`src/rtl/seg7_bcd_display.sv`:
```
// Binary-to-BCD converter (serial double dabble) with a multiplexed 7-segment scanner.
// Latency: BW cycles from load acceptance to result; done_o pulses for one cycle after that.
// Backpressure: load_i is dropped (not queued) while busy_o is high; the scanner never stalls.
//
// Ports:
//   clk_i, rst_i      clock and synchronous active-high reset
//   value_i, load_i   binary value and capture request
//   busy_o, done_o    conversion in progress / one-cycle result-valid pulse
//   ovf_o             last result did not fit in DIGITS decimal digits
//   bcd_o             packed BCD result, digit 0 (ones) in bits [3:0]
//   seg_o, dig_sel_o  active-high segments (bit0=a) and one-hot digit enable
module seg7_bcd_display #(
   parameter int BW       = 8,
   parameter int DIGITS   = 3,
   parameter int SCAN_DIV = 1000
) (
   input  logic                  clk_i,
   input  logic                  rst_i,
   input  logic [BW-1:0]         value_i,
   input  logic                  load_i,
   output logic                  busy_o,
   output logic                  done_o,
   output logic                  ovf_o,
   output logic [4*DIGITS-1:0]   bcd_o,
   output logic [6:0]            seg_o,
   output logic [DIGITS-1:0]     dig_sel_o
);

   localparam int SW  = 4 * DIGITS;
   localparam int CW  = (BW > 1) ? $clog2(BW) : 1;
   localparam int SCW = (SCAN_DIV > 1) ? $clog2(SCAN_DIV) : 1;
   localparam int IW  = (DIGITS > 1) ? $clog2(DIGITS) : 1;

   typedef enum logic {IDLE, CONV} state_t;

   state_t           state_q;
   logic [BW-1:0]    bin_q;
   logic [SW-1:0]    scratch_q;
   logic [CW-1:0]    cnt_q;
   logic             ovf_acc_q;
   logic [SW-1:0]    bcd_q;
   logic             ovf_q;
   logic             done_q;
   logic [SCW-1:0]   scan_cnt_q;
   logic [IW-1:0]    dig_idx_q;

   // One double-dabble step: adjust every digit, then shift {scratch, binary} left.
   logic [SW-1:0]    adj;
   logic [SW-1:0]    scratch_d;
   logic [BW-1:0]    bin_d;
   logic             ovf_d;

   always_comb begin
      adj = scratch_q;
      for (int d = 0; d < DIGITS; d++) begin
         if (scratch_q[4*d +: 4] >= 4'd5) begin
            adj[4*d +: 4] = scratch_q[4*d +: 4] + 4'd3;
         end
      end
      scratch_d = {adj[SW-2:0], bin_q[BW-1]};
      bin_d     = bin_q << 1;
      // Whatever leaves the top digit is a value that did not fit.
      ovf_d     = ovf_acc_q | adj[SW-1];
   end

   always_ff @(posedge clk_i) begin
      if (rst_i) begin
         state_q   <= IDLE;
         bin_q     <= '0;
         scratch_q <= '0;
         cnt_q     <= '0;
         ovf_acc_q <= 1'b0;
         bcd_q     <= '0;
         ovf_q     <= 1'b0;
         done_q    <= 1'b0;
      end else begin
         done_q <= 1'b0;
         case (state_q)
            IDLE: begin
               if (load_i) begin
                  bin_q     <= value_i;
                  scratch_q <= '0;
                  cnt_q     <= '0;
                  ovf_acc_q <= 1'b0;
                  state_q   <= CONV;
               end
            end
            CONV: begin
               bin_q     <= bin_d;
               scratch_q <= scratch_d;
               ovf_acc_q <= ovf_d;
               cnt_q     <= cnt_q + 1'b1;
               if (cnt_q == CW'(BW - 1)) begin
                  bcd_q   <= scratch_d;
                  ovf_q   <= ovf_d;
                  done_q  <= 1'b1;
                  state_q <= IDLE;
               end
            end
            default: state_q <= IDLE;
         endcase
      end
   end

   // Digit scanner runs free of the converter.
   always_ff @(posedge clk_i) begin
      if (rst_i) begin
         scan_cnt_q <= '0;
         dig_idx_q  <= '0;
      end else if (scan_cnt_q == SCW'(SCAN_DIV - 1)) begin
         scan_cnt_q <= '0;
         if (dig_idx_q == IW'(DIGITS - 1)) begin
            dig_idx_q <= '0;
         end else begin
            dig_idx_q <= dig_idx_q + 1'b1;
         end
      end else begin
         scan_cnt_q <= scan_cnt_q + 1'b1;
      end
   end

   logic [3:0] nib;

   always_comb begin
      nib       = 4'd0;
      dig_sel_o = '0;
      for (int i = 0; i < DIGITS; i++) begin
         if (dig_idx_q == IW'(i)) begin
            nib          = bcd_q[4*i +: 4];
            dig_sel_o[i] = 1'b1;
         end
      end
   end

   always_comb begin
      case (nib)
         4'd0:    seg_o = 7'h3F;
         4'd1:    seg_o = 7'h06;
         4'd2:    seg_o = 7'h5B;
         4'd3:    seg_o = 7'h4F;
         4'd4:    seg_o = 7'h66;
         4'd5:    seg_o = 7'h6D;
         4'd6:    seg_o = 7'h7D;
         4'd7:    seg_o = 7'h07;
         4'd8:    seg_o = 7'h7F;
         4'd9:    seg_o = 7'h6F;
         default: seg_o = 7'h00;
      endcase
   end

   assign busy_o = (state_q == CONV);
   assign done_o = done_q;
   assign ovf_o  = ovf_q;
   assign bcd_o  = bcd_q;

endmodule

```
`config.mk`:
```
export PLATFORM = sky130hd
export DESIGN_NAME = seg7_bcd_display
export DESIGN_NICKNAME = d
export VERILOG_FILES = /design/src/rtl/seg7_bcd_display.sv
export SDC_FILE = /design/constraint.sdc
export NUM_CORES = 1
export LEC_CHECK = 0
export ABC_AREA = 1
export CAP_MARGIN = 5
export CORE_MARGIN = 10
export CORE_UTILIZATION = 25
export DETAILED_ROUTE_END_ITERATION = 8
export PLACE_DENSITY = 0.42
export SETUP_SLACK_MARGIN = 0.05
export SLEW_MARGIN = 0
export SYNTH_ARGS = -nofsm -noshare
export SYNTH_HDL_FRONTEND = slang
export SYNTH_SLANG_ARGS = --single-unit
```
`constraint.sdc`:
```
create_clock -name clk_i -period 3.8 [get_ports clk_i]
set_input_delay 0.57 -clock clk_i [delete_from_list [all_inputs] [get_ports clk_i]]
set_output_delay 0.57 -clock clk_i [all_outputs]
set_load 0.02 [all_outputs]
```
Word level (Yosys, flattened, before mapping):

Memories as Yosys holds them, arrays and structs flattened.
Cells that the tools add are included.

* register bits after elaboration: 51
* bits in latches: 0
* bits in writable memories: 0
* ROM bits: 112
* output and inout bits: 25
* memories: 1

* add/subtract/negate cells: 6
* multiply operators: 0
* div/mod/pow operators: 0
* $lt $le $gt $ge: 3
* equal/unequal tests: 5
* shift-type cells: 0
* mux-type cells: 22
* bitwise operators: 2
* reduce and logical (&&, ||, !) cells: 4

Memories
* (name not given): words 16, width 7, read ports 1, clocked after Yosys merged registers in 0, wr ports 0, line 136 `case (nib)`

Operator list (number)
* 4-bit 2-to-1 mux: 6
* 12-bit one-hot mux with 2 select lines: 1
* 8-bit one-hot mux with 2 select lines: 1
* 4-bit by 2-bit adder with 4-bit output (second input constant): 3
* 4-bit by 3-bit >= comparator with 1-bit output (second input constant): 3
* 12-bit 2-to-1 mux: 1
* 10-bit by 1-bit adder with 10-bit output (second input constant): 1
* 10-bit equality test (second input constant): 1
* 8-bit 2-to-1 mux: 1
* 1-bit 2-to-1 mux: 7
* 3-bit one-hot mux with 2 select lines: 1
* 1-bit one-hot mux with 2 select lines: 2
* 2-bit OR reduction: 2
* 3-bit by 1-bit adder with 3-bit output (second input constant): 1
* 3-bit equality test (second input constant): 1
* 3-bit 2-to-1 mux: 1
* 2-bit by 1-bit adder with 2-bit output (second input constant): 1
* 2-bit by 1-bit equality test with 1-bit output (second input constant): 1
* 2-bit equality test (second input constant): 1
* 2-bit logical NOT: 1
* 2-bit 2-to-1 mux: 1
* 2-bit inequality test (second input constant): 1
* 2-bit AND reduction: 1
* 1-bit inverter: 1
* 1-bit bitwise OR: 1

Depth between registers and ports, before layout:

Gate-level depths: netlist of the first run.
An unclocked memory read counts as a cell.

* depth in word-level cells: 5
* mapped depth: 11
* mapped depth without buffers: 11

Worst setup path before layout of the first run:

OpenSTA, ideal clock, no wires.

* path kind: register to output
* from: register dig_idx_q[1]
* to: output seg_o[3]
* arrival time: 1520 ps
* data required time: 3230 ps
* setup slack: 1710 ps
* stages on the path, launching flop included: 11
* buffers on the path: 0
* cells stage by stage: dfxtp_1 nor2_2 nand2_1 nand3_1 inv_1 ha_1 inv_1 nand2_1 nand2_1 nand2_1 nand2_1

* cells in the longest elaborated chain, start to end: 5
* elaborated cells between the ends (all ways): 7

Ends and longest elaborated chain
* from (decl): line 45 `logic [IW-1:0] dig_idx_q;`
* from (signal assigned): line 115 `dig_idx_q <= dig_idx_q + 1'b1;`
* 2-bit logical NOT: line 128 `if (dig_idx_q == IW'(i)) begin`
* 4-bit 2-to-1 mux (2 in series): line 128
* 4-bit 2-to-1 mux (*): line 128
* memory 16 x 7 bit (*)
* to (decl): line 25 `output logic [6:0] seg_o,`

Every way passes the cells marked *; elsewhere a longest branch is shown, timed or not.

Final worst setup path of the first run:

* from: register dig_idx_q[1]
* to: output seg_o[0]

The elaborated chain is that of the path after synthesis.

==> results of run 1 <==
==> registers in the layout, summed over array words and instances, names as in the netlist <==
name and cells:
busy_o 1, done_o 1, scan_cnt_q 10, dig_idx_q 2
bin_q 8, bcd_o 12, ovf_o 1, scratch_q 12
ovf_acc_q 1, cnt_q 3
==> final cells by class <==
class / count / area [um2] / area share
multi-input combinational: 277 / 1369 / 0.4282
sequential: 51 / 1021 / 0.3194
timing repair buffer: 38 / 372.9 / 0.1166
inverter: 47 / 176.4 / 0.05519
tap: 136 / 170.2 / 0.05323
clock buffer: 6 / 82.58 / 0.02583
clock inverter: 1 / 5.005 / 0.001566
==> power breakdown <==
part           internal [mW]  switching, mW
Sequential             0.544        0.00729
Combinational         0.0238         0.0358
Clock                  0.143          0.176
Total                  0.711          0.219
==> metrics by stage <==
stage | power [mW] | hold WS, ns
final | 0.9300 | 0.4636
after global routing | 0.9768 | 0.5039
after CTS | 0.9508 | 0.4609
after detailed placement | 0.6254 | 0.4445
after global placement | 0.6250 | 0.4455
after floorplan | 0.6009 | 0.4367
==> worst max-delay path: stages, from the launching register on <==
cell and delay, ns:
dfxtp_1 0.46, nor2_2 0.11, nand2_1 0.07, nand2_1 0.05
nor2_1 0.24, inv_1 0.15, ha_1 0.22, inv_1 0.05
nand2_1 0.04, nand2_1 0.07, nand2_1 0.04, nand2_1 0.05
clkdlybuf4s50_1 0.60
==> per-layer routing <==
metal | vias up | routed length [um]
met5 | - | 0
met4 | 0 | 133
met3 | 10 | 245
met2 | 33 | 3036
met1 | 1053 | 2925
li1 | 1291 | -
==> placed cells by master, fill, tap and decap left out <==
master	count
a21oi_1	22
a22oi_1	4
a31oi_1	1
and2_1	1
buf_4	3
clkbuf_8	6
clkdlybuf4s50_1	35
clkinv_2	1
dfxtp_1	51
ha_1	15
inv_1	41
inv_2	6
nand2_1	135
nand2_2	1
nand3_1	45
nand3_2	2
nand3b_1	1
nand4_1	8
nor2_1	20
nor2_2	3
nor2_8	1
nor3_1	3
o21ai_0	12
or2_0	1
xor2_1	2
==> worst max path at each step <==
stage	cells after the start	endpoint	slack [ns]	start
2_1_floorplan	10	seg_o[3]	1.71	dig_idx_q[1]$_SDFFE_PP0N_
3_3_place_gp	12	seg_o[0]	1.18	dig_idx_q[1]$_SDFFE_PP0N_
5_1_grt	12	seg_o[0]	0.48	dig_idx_q[1]$_SDFFE_PP0N_
4_1_cts	12	seg_o[0]	0.75	dig_idx_q[1]$_SDFFE_PP0N_
6_report	12	seg_o[0]	0.79	dig_idx_q[1]$_SDFFE_PP0N_
3_5_place_dp	12	seg_o[0]	1.10	dig_idx_q[1]$_SDFFE_PP0N_
==> logic make-up after synthesis <==
| group | Yosys count |
|---|---|
| buf+inv | 57 |
| simple gates | 221 |
| xor+xnor | 2 |
| fa+ha+maj | 15 |
| compound gates | 39 |
| flops | 51 |
==> metrics.cfg, run 1 <==
[floorplanning]
die_area_um2 = 14950
fp-row-count = 37
initial_core_util = 0.2544
core_um2 = 10280
dieWidth_um = 122.3
io_pins = 36
die_h_um = 122.3

[route]
drt-vias-per-instance = 4.293
drt_drc_violations_left = 0
first_iter_violations = 98
routed_wl_um = 6341
first_pass_iters = 4
vias = 2387
antenna_left = 0
wl_per_cell_um = 11.40

[cells_and_area]
fin_cells = 556
fin_nets = 446
stdcell_area_um2 = 3197
drive_above_1_share = 0.05476
fill_cells = 1148
synthToLayoutAreaGrowth_pct = 22.25
n_antenna_cell = 0
finish.utilization = 0.3111

[worst_hold_path]
hp-start = ovf_o$_SDFFE_PP0P_
whs_path_depth = 2
hold-path-endpoint = ovf_o$_SDFFE_PP0P_
min_path_type = reg -> reg

[clock_network]
cts_tree = built
cts_max_level = 2
cts.path.max_buffers = 2
post_cts_buffers = 0
post_cts_resized = 0
clockRootBuffer = clkbuf_8
insertion_delay_ns = 0.30
clkSinkCount = 51
tritoncts.num_buffers = 5
clk_pin_slew_worst_paths_ns = 0.09
ctsHoldBuffers = 0

[synthesis]
synth_top_area_cell = dfxtp_1
syn_nets = 411
async_flop_share = 0
yosys_most_used_dff = dfxtp_1
ys_types = 25
yosys-top-cells-count = nand2_1 (135), dfxtp_1 (51), nand3_1 (45)
synth-xor-area-share = 0.006699
synth_cells = 385
synthAdderAreaFrac = 0.07177
avgSynthCellArea_um2 = 6.792
synth_enable_flop_cells = 0
synth_most_common_cell = nand2_1
synth_compound_area_frac = 0.07895
synthDominantCellAreaShare = 0.3904
synth_top_family_by_area = simple AND/OR/NAND/NOR gates
synthSimpleGateAreaFrac = 0.3660
ys_seq_area_frac = 0.3904
synth_warnings = 0
synth_area_leaders = dfxtp_1 (39%), nand2_1 (19%), nand3_1 (8.6%), ha_1 (7.2%), inv_1 (5.9%)
yosys_register_bits = 51
synthMuxAreaShare = 0
netlist_area_um2 = 2615

[global_route]
grtUsageMet1 = 0.1035
gr-usage-met2 = 0.1571
grt_pass1_vias = 2427
use_met3 = 0.01653
grt_pass1_wl_um = 10960
antenna_found_initial = 0
grt-ovfl-total = 0
gr-max-usage-layer = met2
grt_max_degree = 25
gr-usage-all-layers = 0.08949

[critical_path]
r2r-end = bcd_o[8]$_SDFFE_PP0P_
worstPathArrival_ns = 2.44
cp-start-kind = register
end_kind = output port
rr_startpoint = busy_o$_SDFF_PP0_
crit_fanout = 6
worstSetupPathType = reg -> out
r2r_setup_slack_ns = 2.13
r2r_cells = 5
critPathRequiredTime_ns = 3.23

[timing]
fin_ws_ns = 0.7858
clock.fmax_ghz = 0.3318
slew_viol_final = 0
period_share = 0.7932
tightest_slew_ns = 0.9544
hold_viol = 0
finClkSkew_ns = 0.007589
rsz0062_at_grt = no
setup_viol = 0
min_period_ns = 3.014
tns_ns = 0
slew_headroom = 0.3630

[place]
routabilityCongestion = 0.7684
place_area_um2 = 3109
pre_cts_slack_ns = 1.103
io_buffers = 35
hpwl_um = 4832
dp.cells = 549

[status]
outcome = complete, no violations

[power_and_ir_drop]
p_leak_nw = 1.421
p_per_area_nw_per_um2 = 290.9
ir_worst_vdd_v = 0.0001790

[job]
maxCapViolCount = 0

Power figures use the tool's default switching activity.
==> run 2, diff against run 1 <==
Clock period 3.8 ns to 3 ns, I/O delays scaled along.
==> metrics.cfg, run 2 (synthesized netlist as in run 1, its figures left out) <==
[floorplanning]
die_h_um = 122.3  ; unchanged
dieWidth_um = 122.3  ; unchanged
core_um2 = 10280  ; unchanged
initial_core_util = 0.2544  ; unchanged
fp-row-count = 37  ; unchanged
die_area_um2 = 14950  ; unchanged
io_pins = 36  ; unchanged

[route]
first_pass_iters = 4  ; unchanged
antenna_left = 0  ; unchanged
first_iter_violations = 104  ; was 98
routed_wl_um = 6509  ; was 6341 um
drt-vias-per-instance = 4.327  ; was 4.293
wl_per_cell_um = 11.69  ; was 11.40 um
vias = 2410  ; was 2387
drt_drc_violations_left = 0  ; unchanged

[clock_network]
cts.path.max_buffers = 2  ; unchanged
clkSinkCount = 51  ; unchanged
clk_pin_slew_worst_paths_ns = 0.09  ; about the same
post_cts_buffers = 0  ; unchanged
cts_tree = built  ; unchanged
cts_max_level = 2  ; unchanged
tritoncts.num_buffers = 5  ; unchanged
clockRootBuffer = clkbuf_8  ; unchanged
insertion_delay_ns = 0.31  ; was 0.30 ns

[cells_and_area]
fin_nets = 447  ; was 446
regArea_um2 = 1023  ; was 1021 um2
multi_input_area_um2 = 1381  ; was 1369 um2
finish.utilization = 0.3153  ; was 0.3111
final_cell_mix = nand2_1 (135), dfxtp_1 (49), nand3_1 (44)  ; was nand2_1 (135), dfxtp_1 (51), nand3_1 (45)
layout_commonest_cell = nand2_1  ; unchanged
fill_cells = 1134  ; was 1148
fin_cells = 557  ; was 556
synthToLayoutAreaGrowth_pct = 23.92  ; was 22.25%
drive_above_1_share = 0.06651  ; was 0.05476
n_antenna_cell = 0  ; unchanged

[place]
io_buffers = 35  ; unchanged
pre_cts_slack_ns = 0.4630  ; was 1.103 ns
dp.cells = 550  ; was 549
routabilityCongestion = 0.7828  ; was 0.7684
hpwl_um = 4977  ; was 4832 um

[critical_path]
worstSetupPathType = reg -> out  ; unchanged
end_kind = output port  ; unchanged
critPathRequiredTime_ns = 2.55  ; was 3.23 ns
worstPathArrival_ns = 2.19  ; was 2.44 ns
cp-start-kind = register  ; unchanged
crit_fanout = 6  ; unchanged

[global_route]
grt_max_degree = 20  ; was 25
gr-usage-all-layers = 0.09063  ; was 0.08949
grt_pass1_wl_um = 11160  ; was 10960 um
antenna_found_initial = 0  ; unchanged
grt_pass1_vias = 2378  ; was 2427
grt-ovfl-total = 0  ; unchanged

[timing]
tns_ns = 0  ; unchanged
slew_viol_final = 0  ; unchanged
tightest_slew_ns = 0.5767  ; was 0.9544 ns
hold_viol = 0  ; unchanged
setup_viol = 0  ; unchanged
fin_ws_ns = 0.3618  ; was 0.7858 ns
period_share = 0.8794
rsz0062_at_grt = no  ; unchanged
finClkSkew_ns = 0.01018  ; was 0.007589 ns
slew_headroom = 0.6152  ; was 0.3630
min_period_ns = 2.638
clock.fmax_ghz = 0.3790

[power_and_ir_drop]
clockPowerShare = 0.382  ; was 0.343
comb_power_share = 0.059  ; was 0.064
seq_power_share = 0.559  ; was 0.593
p_sw_uw = 290.2  ; was 219.1 uW
ir_worst_vdd_v = 0.0002670  ; was 0.0001790 V
p_per_area_nw_per_um2 = 387.1  ; was 290.9 nW/um2
swShare = 0.2313  ; was 0.2356
p_leak_nw = 1.438  ; was 1.421 nW
intPower_uw = 964.1  ; was 710.9 uW

[status]
outcome = complete, no violations  ; unchanged

[worst_hold_path]
min_path_type = reg -> reg  ; unchanged

[job]
maxCapViolCount = 0  ; unchanged

## run 2: cell types whose count changed in the layout (fill, tap and decap cells not counted), sizes merged
| cell | change |
|---|---|
| bufinv | +1 |
| clkdlybuf4s50 | -1 |
| buf | +1 |
| dlymetal6s2s | +1 |
| clkinvlp | +1 |
| clkbuf | -1 |
| clkinv | -1 |
## run 2: what timing repair did
action,CTS,global route
resized for setup,0,6
endpoints found under the setup margin,0,5
hold buffers,0,0
## run 2: layout make-up
type                       count  share of cell area
clock inverter                 2             0.01158
timing repair buffer          39              0.1181
sequential                    51              0.3158
tap                          136             0.05251
multi-input combinational    277              0.4263
inverter                      47             0.05444
clock buffer                   5             0.02124
## run 2: through the flow
stage	area (um2)	hold WS [ns]	power (mW)
finish	3241	0.4679	1.254
global route	3241	0.4942	1.319
CTS	3223	0.4669	1.276
detailed placement	3117	0.4522	0.7931
global placement	3117	0.4516	0.7927
floorplan	2615	0.4367	0.7611
## run 2: power by group through the flow
stage	registers [mW]	logic, mW	clock network, mW
CTS	0.702	0.0761	0.499
global placement	0.717	0.0754	0
global route	0.704	0.0848	0.530
floorplan	0.713	0.0485	0
finish	0.701	0.0745	0.479
detailed placement	0.717	0.0760	0
## run 2: final timing paths
check | startpoint | endpoint | slack (ns) | cells past startpoint
max | dig_idx_q[1]$_SDFFE_PP0N_ | seg_o[5] | 0.36 | 11
min reg2reg | ovf_o$_SDFFE_PP0P_ | ovf_o$_SDFFE_PP0P_ | 0.47 | 2
min | ovf_o$_SDFFE_PP0P_ | ovf_o$_SDFFE_PP0P_ | 0.47 | 2
max reg2reg | busy_o$_SDFF_PP0_ | bcd_o[8]$_SDFFE_PP0P_ | 1.28 | 4
## run 2: per-layer routing
layer | global-route usage | vias to the layer above | routed length (um)
met3 | 0.01653 | 10 | 204
met4 | 0.03829 | 0 | 127
li1 | - | 1295 | -
met1 | 0.1100 | 1077 | 3158
met2 | 0.1541 | 28 | 3017
met5 | 0 | - | 0
## run 2: worst max-delay path, stage by stage (launching register included)
cell,delay [ns]
dfxtp_2,0.37
nor2_4,0.17
nand2_1,0.07
nand2_1,0.08
nor2_2,0.06
inv_1,0.12
ha_1,0.19
nand2_1,0.06
nand2_1,0.06
nand2_1,0.04
nand2_1,0.06
clkdlybuf4s50_1,0.60
==> run 3, diff against run 2 <==
Settings changed: CORE_ASPECT_RATIO from default to 0.7.
==> metrics.cfg, run 3 (synthesized netlist as in run 1, its figures left out) <==
[status]
outcome = complete, no violations  ; unchanged

[route]
routed_wl_um = 6880  ; was 6509 um
first_iter_violations = 109  ; was 104
antenna_left = 0  ; unchanged
vias = 2412  ; was 2410
drt-vias-per-instance = 4.354  ; was 4.327
wl_per_cell_um = 12.42  ; was 11.69 um
drt_drc_violations_left = 0  ; unchanged
first_pass_iters = 4  ; unchanged

[global_route]
grt_max_degree = 22  ; was 20
grt_pass1_vias = 2236  ; was 2378
antenna_found_initial = 0  ; unchanged
grt-ovfl-total = 0  ; unchanged
gr-usage-all-layers = 0.09334  ; was 0.09063
grt_pass1_wl_um = 11500  ; was 11160 um

[cells_and_area]
n_antenna_cell = 0  ; unchanged
fill_cells = 1067  ; was 1134
final_cell_mix = nand2_1 (135), dfxtp_1 (49), nand3_1 (45)  ; was nand2_1 (135), dfxtp_1 (49), nand3_1 (44)
fin_nets = 447  ; unchanged
drive_above_1_share = 0.06635  ; was 0.06651
layout_commonest_cell = nand2_1  ; unchanged
synthToLayoutAreaGrowth_pct = 26.08  ; was 23.92%

[power_and_ir_drop]
finalPower_mw = 1.449  ; was 1.254 mW
p_per_area_nw_per_um2 = 439.6  ; was 387.1 nW/um2
p_leak_nw = 1.465  ; was 1.438 nW
ir_worst_vdd_v = 0.0002223  ; was 0.0002670 V

[floorplanning]
die_area_um2 = 15020  ; was 14950 um2
initial_core_util = 0.2544  ; about the same
die_h_um = 105.6  ; was 122.3 um
dieWidth_um = 142.2  ; was 122.3 um
io_pins = 36  ; unchanged
core_um2 = 10280  ; about the same
fp-row-count = 31  ; was 37

[worst_hold_path]
min_path_type = reg -> reg  ; unchanged
hold-path-endpoint = ovf_o$_SDFFE_PP0P_  ; unchanged
hp-start = ovf_o$_SDFFE_PP0P_  ; unchanged
whs_path_depth = 2  ; unchanged

[critical_path]
r2r_cells = 6  ; was 4
cp_common_cell = nand2_1  ; unchanged
crit_path_max_incr_delay_ns = 0.61  ; was 0.60 ns
cpMaxStageDelayCell = clkdlybuf4s50_1  ; unchanged
end_kind = output port  ; unchanged
r2r_setup_slack_ns = 1.40  ; was 1.28 ns
rr_startpoint = cnt_q[0]$_SDFFE_PP0P_  ; was busy_o$_SDFF_PP0_
critPathRequiredTime_ns = 2.55  ; about the same
path_buf_inv = 4  ; was 2
crit_family = buffers and inverters  ; unchanged
worstSetupPathType = reg -> out  ; unchanged
r2r-end = bcd_o[11]$_SDFFE_PP0P_  ; was bcd_o[8]$_SDFFE_PP0P_
worstPathArrival_ns = 2.30  ; was 2.19 ns
crit_fanout = 6  ; unchanged
crit_chain = inv_2, nand3_1, nand2_1, nor2_2, inv_1, ha_1, inv_1, nand2_1, nand2_1, nand2_1, nand2_1, clkdlybuf4s50_1  ; was nor2_4, nand2_1, nand2_1, nor2_2, inv_1, ha_1, nand2_1, nand2_1, nand2_1, nand2_1, clkdlybuf4s50_1
cp-start-kind = register  ; unchanged

[timing]
setup_viol = 0  ; unchanged
hold_viol = 0  ; unchanged
tightest_slew_ns = 0.6350  ; was 0.5767 ns
tns_ns = 0  ; unchanged
rsz0062_at_grt = no  ; unchanged
clock.fmax_ghz = 0.3638  ; was 0.3790 GHz
slew_viol_final = 0  ; unchanged
finClkSkew_ns = 0.01093  ; was 0.01018 ns
min_period_ns = 2.749  ; was 2.638 ns
slew_headroom = 0.5762  ; was 0.6152
period_share = 0.9163  ; was 0.8794

[clock_network]
post_cts_buffers = 0  ; unchanged
cts_max_level = 2  ; unchanged
insertion_delay_ns = 0.30  ; was 0.31 ns
tritoncts.num_buffers = 5  ; unchanged
clkSinkCount = 51  ; unchanged
clk_pin_slew_worst_paths_ns = 0.08  ; was 0.09 ns
clockRootBuffer = clkbuf_16  ; was clkbuf_8
cts.path.max_buffers = 2  ; unchanged
cts_tree = built  ; unchanged

[place]
io_buffers = 35  ; unchanged
hpwl_um = 5216  ; was 4977 um
routabilityCongestion = 0.8297  ; was 0.7828

[job]
maxCapViolCount = 0  ; unchanged

[run 3: cell types whose count changed in the layout (fill, tap and decap cells not counted), sizes merged]
cell      change
clkinv        +1
inv           +1
clkinvlp      -1
[run 3: worst max path at each step]
stage	start	end	slack [ns]	cells after the start
5_1_grt	dig_idx_q[1]$_SDFFE_PP0N_	seg_o[0]	0.05	11
6_report	dig_idx_q[0]$_SDFFE_PP0N_	seg_o[0]	0.25	12
4_1_cts	dig_idx_q[1]$_SDFFE_PP0N_	seg_o[0]	0.06	12
2_1_floorplan	dig_idx_q[1]$_SDFFE_PP0N_	seg_o[3]	1.03	10
3_3_place_gp	dig_idx_q[1]$_SDFFE_PP0N_	seg_o[0]	0.45	12
3_5_place_dp	dig_idx_q[1]$_SDFFE_PP0N_	seg_o[0]	0.40	12
[run 3: tightest hold or removal path: cells and delay by family, from the launching register on]
kind / cells / cell delay (ns)
flip-flops: 1 / 0.32
AND/OR/NAND/NOR: 2 / 0.11
[run 3: through the flow]
stage	cells	hold slack (ns)	util	instance area (um2)	setup slack, ns
after floorplan	385	0.4367	-	2615	1.030
after global placement	546	0.4420	0.3027	3112	0.4497
after detailed placement	546	0.4604	0.3027	3112	0.4013
after CTS	554	0.4734	0.3195	3284	0.06322
after global routing	554	0.4918	0.3208	3297	0.05224
final	554	0.4645	0.3208	3297	0.2512
[run 3: power by group]
group / switching [mW] / internal (mW)
Sequential: 0.0113 / 0.689
Combinational: 0.0449 / 0.0313
Clock: 0.275 / 0.399
[run 3: metal layers]
metal  share of wire  track usage  wire, um  up-vias
met5               0            0         0        -
met4           0.010      0.02402        69        0
met1            0.52       0.1325      3611     1060
met3           0.040      0.02601       277        8
met2            0.42       0.1348      2922       34
li1                -            -         -     1310
[run 3: timing repair]
action,in CTS,in global routing
hold buffers,0,0
endpoints found under the setup margin,0,5
resized for setup,0,5
[run 3: layout make-up]
| cell class | instances | area [um2] | area share |
|---|---|---|---|
| Clock buffer | 5 | 125.1 | 0.03795 |
| Clock inverter | 3 | 47.55 | 0.01442 |
| Inverter | 47 | 176.4 | 0.05351 |
| Multi-Input combinational cell | 277 | 1376 | 0.4175 |
| Sequential cell | 51 | 1023 | 0.3104 |
| Tap cell | 132 | 165.2 | 0.05009 |
| Timing Repair Buffer | 39 | 382.9 | 0.1161 |
